--- config.mk ---
export PLATFORM = sky130hd
export DESIGN_NAME = trap_ctrl
export DESIGN_NICKNAME = d
export VERILOG_FILES = /design/src/rtl/trap_ctrl.sv
export SDC_FILE = /design/constraint.sdc
export NUM_CORES = 1
export LEC_CHECK = 0
export CAP_MARGIN = 10
export CORE_AREA = 2 2 245 247
export CTS_CLUSTER_SIZE = 10
export DETAILED_ROUTE_END_ITERATION = 6
export DIE_AREA = 0 0 247 249
export SYNTH_ARGS = -nofsm -noshare
export SYNTH_HDL_FRONTEND = slang
export SYNTH_SLANG_ARGS = --single-unit
--- constraint.sdc ---
create_clock -name clk -period 4.8 [get_ports clk]
set_input_delay 0.96 -clock clk [delete_from_list [all_inputs] [get_ports clk]]
set_output_delay 0.96 -clock clk [all_outputs]
set_load 0.02 [all_outputs]
--- src/rtl/trap_ctrl.sv ---
// Machine-mode trap controller: arbitrates exceptions, interrupts and mret, then
// sequences the CSR writes and the PC redirect. Vectored mtvec support under TRAP_VECTORED_EN.
module trap_ctrl #(
    parameter int XLEN             = 64,
    parameter int NUM_IRQ          = 12,
    parameter int RESET_MTVEC_ONLY = 0
) (
    input  logic                clk,
    input  logic                rst,
    input  logic [XLEN-1:0]     pc_i,
    input  logic                jump_i,
    input  logic [XLEN-1:0]     jump_pc_i,
    input  logic [3:0]          expt_info_i,
    input  logic [NUM_IRQ-1:0]  irq_pend_i,
    input  logic [NUM_IRQ-1:0]  irq_en_i,
    input  logic                global_int_en_i,
    input  logic [XLEN-1:0]     csr_mtvec_i,
    input  logic [XLEN-1:0]     csr_mepc_i,
    input  logic [XLEN-1:0]     csr_mstatus_i,
    output logic                mepc_wen_o,
    output logic [XLEN-1:0]     mepc_wdata_o,
    output logic                mcause_wen_o,
    output logic [XLEN-1:0]     mcause_wdata_o,
    output logic                mstatus_wen_o,
    output logic [XLEN-1:0]     mstatus_wdata_o,
    output logic                trap_valid_o,
    output logic [XLEN-1:0]     trap_addr_o,
    output logic [NUM_IRQ-1:0]  irq_ack_o,
    output logic                hold_o
);

    localparam int IDXW = (NUM_IRQ > 1) ? $clog2(NUM_IRQ) : 1;

`ifdef TRAP_VECTORED_EN
    localparam bit VEC_BUILD = 1'b1;
`else
    localparam bit VEC_BUILD = 1'b0;
`endif

    typedef enum logic [1:0] {
        IDLE  = 2'd0,
        TRAP  = 2'd1,
        REDIR = 2'd2
    } state_t;

    typedef enum logic [1:0] {
        K_EXC  = 2'd0,
        K_IRQ  = 2'd1,
        K_MRET = 2'd2
    } kind_t;

    state_t              state_q, state_d;
    kind_t               kind_q, kind_d;
    logic [IDXW-1:0]     idx_q, idx_win;
    logic [NUM_IRQ-1:0]  act;
    logic                irq_hit;
    logic                take_trap, take_mret;
    logic [XLEN-1:0]     epc_d, cause_d;
    logic [XLEN-1:0]     mepc_q, mcause_q, mstatus_q, addr_q;
    logic [XLEN-1:0]     trap_base, vec_off;
    logic                use_vec;

    // Highest-index qualified interrupt wins
    always_comb begin
        act     = global_int_en_i ? (irq_pend_i & irq_en_i) : '0;
        irq_hit = |act;
        idx_win = '0;
        for (int i = 0; i < NUM_IRQ; i++) begin
            if (act[i]) idx_win = IDXW'(i);
        end
    end

    always_comb begin
        state_d   = state_q;
        kind_d    = kind_q;
        take_trap = 1'b0;
        take_mret = 1'b0;
        cause_d   = '0;
        epc_d     = pc_i;
        case (state_q)
            IDLE: begin
                if (expt_info_i[3]) begin
                    take_trap = 1'b1;
                    kind_d    = K_EXC;
                    cause_d   = XLEN'(2);
                end else if (expt_info_i[2]) begin
                    take_trap = 1'b1;
                    kind_d    = K_EXC;
                    cause_d   = XLEN'(11);
                end else if (expt_info_i[1]) begin
                    take_trap = 1'b1;
                    kind_d    = K_EXC;
                    cause_d   = XLEN'(3);
                end else if (irq_hit) begin
                    take_trap         = 1'b1;
                    kind_d            = K_IRQ;
                    cause_d           = XLEN'(idx_win);
                    cause_d[XLEN-1]   = 1'b1;
                    epc_d             = jump_i ? jump_pc_i : pc_i;
                end else if (expt_info_i[0]) begin
                    take_mret = 1'b1;
                    kind_d    = K_MRET;
                end
                if (take_trap)      state_d = TRAP;
                else if (take_mret) state_d = REDIR;
            end
            TRAP:    state_d = REDIR;
            REDIR:   state_d = IDLE;
            default: state_d = IDLE;
        endcase
    end

    always_ff @(posedge clk) begin
        if (rst) begin
            state_q   <= IDLE;
            kind_q    <= K_EXC;
            idx_q     <= '0;
            mepc_q    <= '0;
            mcause_q  <= '0;
            mstatus_q <= '0;
            addr_q    <= '0;
        end else begin
            state_q   <= state_d;
            kind_q    <= kind_d;
            mstatus_q <= mstatus_wdata_o;
            addr_q    <= trap_addr_o;
            if (take_trap) begin
                mepc_q   <= epc_d;
                mcause_q <= cause_d;
                idx_q    <= idx_win;
            end
        end
    end

    assign trap_base = {csr_mtvec_i[XLEN-1:2], 2'b00};
    assign vec_off   = XLEN'(idx_q) << 2;
    assign use_vec   = VEC_BUILD && (RESET_MTVEC_ONLY == 0) &&
                       (csr_mtvec_i[1:0] == 2'b01) && (kind_q == K_IRQ);

    // Write data and redirect target follow live CSR values during their pulse, then hold
    always_comb begin
        mepc_wen_o      = (state_q == TRAP);
        mcause_wen_o    = (state_q == TRAP);
        mstatus_wen_o   = (state_q == TRAP) || (state_q == REDIR && kind_q == K_MRET);
        mepc_wdata_o    = mepc_q;
        mcause_wdata_o  = mcause_q;
        mstatus_wdata_o = mstatus_q;
        trap_valid_o    = (state_q == REDIR);
        trap_addr_o     = addr_q;
        irq_ack_o       = '0;
        if (state_q == TRAP) begin
            mstatus_wdata_o        = csr_mstatus_i;
            mstatus_wdata_o[7]     = csr_mstatus_i[3];
            mstatus_wdata_o[3]     = 1'b0;
            mstatus_wdata_o[12:11] = 2'b11;
            if (kind_q == K_IRQ) irq_ack_o = NUM_IRQ'(1) << idx_q;
        end
        if (state_q == REDIR) begin
            if (kind_q == K_MRET) begin
                mstatus_wdata_o        = csr_mstatus_i;
                mstatus_wdata_o[3]     = csr_mstatus_i[7];
                mstatus_wdata_o[7]     = 1'b1;
                mstatus_wdata_o[12:11] = 2'b11;
                trap_addr_o            = csr_mepc_i;
            end else begin
                trap_addr_o = use_vec ? (trap_base + vec_off) : trap_base;
            end
        end
    end

    assign hold_o = (state_q != IDLE) || take_trap || take_mret;

endmodule

==> summary.md, run 1 <==
| Metric | Value |
|---|---|
| Status | complete, no violations |
| Total gr overflow | 0 |
| Starting Density | 0.160 |
| Hold Fails Final Rpt | 0 |
| Highest Clock Rate | about 210 MHz |
| Gp weighted congestion | 0.858 |
| Synth area leaders | dfxtp_1, mux2i_1, nor2b_1, o2bb2ai_1, mux2_1 |
| Maximum root-to-sink buffer count | 3 |
| Post-DP HPWL | approximately 27000 um |
| Setup tns final | 0 ns |
| Least-Margin Pin Slew | ~0.84 ns |
| PwrDens | 311 mW/mm2 |
| Peak VDD IR | about 0.21 mV |
| YS warnings | 0 |
| Most common cell after layout, fill and taps aside | clkdlybuf4s50_1 |
| Port Buffer Count | 561 |
| Min Clock Period, post-route | 4.66 ns |
| Post-synthesis simple-gate area fraction | 0.145 |
| Drt total wl | 33900 um |
| #FFs+latches synth | about 200 |
| Vias in the first global route | about 9000 |
| Die area | 0.0615 mm2 |
| Overall power | about 5100 uW |
| Clk_skew | 0.00889 ns |
| Commonest cells after routing, fill and taps aside | clkdlybuf4s50_1, dfxtp_1, mux2i_1, nor2b_1, nand2_1 |
| Hold Buf Count CTS | 0 |
| Largest family of logic cells by synthesized area | multiplexers |
| Post-synthesis mux area share | 0.207 |
| P&R area growth vs syn | 74.8% |
| First-pass GRT wire length | 50100 um |
| # diodes | 0 |
| Post-cts sizing count | 0 |
| Clock sink total | 205 |
| RSZ-0062 raised after global routing | false |
| MaxCap Viol Count | 0 |
| H-tree depth | 1 |
| Final period util | 0.972 |
| Via count | approximately 8700 |
| Req. time, crit path | between 3 and 4 ns |
| Drt pass-1 iters | 4 |
| Final nets | ~1800 |
| # DRC | 0 |
| Mean number of vias per cell | roughly 3.8 |
| Share of cells above drive strength 1 | 0.0540 |
| XOR/XNOR Fraction of Synth Area | 0 |
| Worst stage delay on the critical path | slightly above 0.6 ns |
| Post-Syn Area | approximately 0.0094 mm2 |
| Synth async-reset ratio | 0 |
| Max_slew headroom | 0.439 |
| Largest net degree at the start of global routing | roughly 110 |
| Die Y | between 200 and 250 um |
| Crit path DAT | ~3.7 ns |
| Worst Hold Class | flip-flop to flip-flop |
| Root Buffer | clkbuf_16 |
| Worst path cell trace | clkdlybuf4s50_1 -> a22o_1 -> o41ai_4 -> nand2_1 -> or4_1 -> clkdlybuf4s50_1 |
| Post-synth cell types | 46 |
| CP Capture Type | output port |
| Post-synth EDFFs | 0 |
| Detail Route Antenna Nets | 0 |
| Rows | approximately 90 |
| Syn Area/Cell | approximately 9.9 um2 |
| # IOs | 625 |
| Synth top area share | 0.438 |
| Worst skew pair latency | about 0.55 ns |
| Core box area | around 0.059 mm2 |
| Synth Area in Compound Gates | 0.127 |
| Synth Instances | 948 |
| Setup bufs post-CTS | 0 |
| Setup-violating endpoint count in the final report | 0 |
| Post-synthesis adder-cell area fraction | 0 |
| Wirelength per Cell | 14.9 um |
| Main flop type after synthesis | dfxtp_1 |
| CTS Buf Count | 26 |
| Register area share after synthesis | 0.438 |
| Most used cell, CP | clkdlybuf4s50_1 |
| 1st-iter DRT viols | approximately 220 |
| CTS tree | yes |
| Die width | 247 um |
| Area leader, netlist | dfxtp_1 |
| Pins Over Slew Limit | 0 |
| Worst-path clk slew | approximately 0.050 ns |
| Leak | 0.00585 uW |
| Total GRT Usage | 0.104 |
| CP max stage cell | o41ai_4 |
| Antenna violations before repair | 0 |
| Critical path fanouts, max | 5 |
| CP Class | primary input to output port |
| Startpoint types | primary input |
metrics by stage:
| stage | area (um2) | hold slack (ns) | worst slack, ns | utilization | instances |
|---|---|---|---|---|---|
| global route | 16400 | 0.471 | 0.00847 | 0.279 | 2272 |
| detailed placement | 15600 | 0.446 | 0.121 | 0.266 | 2232 |
| floorplan | 9590 | 0.455 | 1.43 | - | 1006 |
| global placement | 15600 | 0.443 | 0.154 | 0.266 | 2232 |
| CTS | 16400 | 0.466 | 0.101 | 0.279 | 2272 |
| finish | 16400 | 0.462 | 0.136 | 0.279 | 2272 |
final cells by class:
cell class / instances / area [um2]
multi-input cells: 670 / 4750
clock buffers: 35 / 726
inverters: 6 / 22.5
clock inverters: 5 / 25.0
flip-flops and latches: 205 / 4100
fillers: 6123 / 42300
repair buffers: 578 / 5790
well taps: 773 / 967
per-layer routing:
metal,up-vias,global-route usage,share of wire
li1,4249,-,-
met1,3985,0.107,0.37
met2,361,0.193,0.50
met3,66,0.0293,0.086
met4,0,0.0503,0.045
met5,-,0,0
worst paths after layout:
kind | from | endpoint | slack, ns | cells past startpoint
setup / recovery | irq_pend_i[8] | hold_o | 0.14 | 6
hold / removal | mepc_wdata_o[51]$_SDFFE_PP0P_ | mepc_wdata_o[51]$_SDFFE_PP0P_ | 0.46 | 1
setup reg to reg | state_q[1]$_SDFFE_PP0P_ | mepc_wdata_o[14]$_SDFFE_PP0P_ | 2.43 | 6
hold reg to reg | mepc_wdata_o[51]$_SDFFE_PP0P_ | mepc_wdata_o[51]$_SDFFE_PP0P_ | 0.46 | 1
power breakdown:
part / internal, uW / switching (uW) / total, uW / leakage (uW)
Sequential: 1840 / 58.1 / 1890 / 0.00168
Combinational: 747 / 680 / 1430 / 0.00380
Clock: 1040 / 730 / 1770 / 0.000374
Total: 3620 / 1470 / 5090 / 0.00585
synth_stat cells (2+ instances only):
cell type,count
a211oi_1,11
buf_4,61
a21oi_1,4
mux2i_1,126
and2_1,3
dfxtp_1,205
nand3_1,5
nor2b_1,127
a31oi_1,3
nor2_1,22
o2bb2ai_1,57
nor3_1,7
buf_2,24
or3_1,4
mux2_2,18
nand2b_1,5
nand2_1,78
a22o_1,11
a22oi_1,2
buf_6,4
o21ai_0,67
inv_1,4
clkbuf_1,35
mux2_1,42
inv_2,2
kinds of logic after synthesis:
logic type | after synthesis
AOI/OAI and AO/OA | 167
DFF | 205
buffers and inverters | 131
muxes | 186
and+or+nand+nor | 258
other | 1
flip-flops by register name, indices dropped and copies added (netlist names):
name,count
addr_q,64
mepc_wdata_o,64
mstatus_q,64
mcause_wdata_o,5
idx_q,4
kind_q,2
state_q,2
critical path: cells and delay by family:
| kind | cells | cell delay [ns] |
|---|---|---|
| buffers and inverters | 2 | 1.06 |
| AOI/OAI and AO/OA | 2 | 0.92 |
| and+or+nand+nor | 2 | 0.75 |
No activity file was read; power rests on OpenSTA's default activity.
==> run 2: changes to the inputs <==
--- a/config.mk
+++ b/config.mk
@@ -10,6 +10,7 @@
 export CTS_CLUSTER_SIZE = 10
 export DETAILED_ROUTE_END_ITERATION = 6
 export DIE_AREA = 0 0 247 249
+export SKIP_CTS_REPAIR_TIMING = 1
 export SYNTH_ARGS = -nofsm -noshare
 export SYNTH_HDL_FRONTEND = slang
 export SYNTH_SLANG_ARGS = --single-unit
==> results of run 2 <==
Same layout as run 1: the final DEF is identical, and so are final timing and power.
==> run 3: changes to the inputs <==
--- a/config.mk
+++ b/config.mk
@@ -11,6 +11,7 @@
 export DETAILED_ROUTE_END_ITERATION = 6
 export DIE_AREA = 0 0 247 249
 export SKIP_CTS_REPAIR_TIMING = 1
+export SLEW_MARGIN = 20
 export SYNTH_ARGS = -nofsm -noshare
 export SYNTH_HDL_FRONTEND = slang
 export SYNTH_SLANG_ARGS = --single-unit
==> results of run 3 <==
Same layout as run 1: the final DEF is identical, and so are final timing and power.
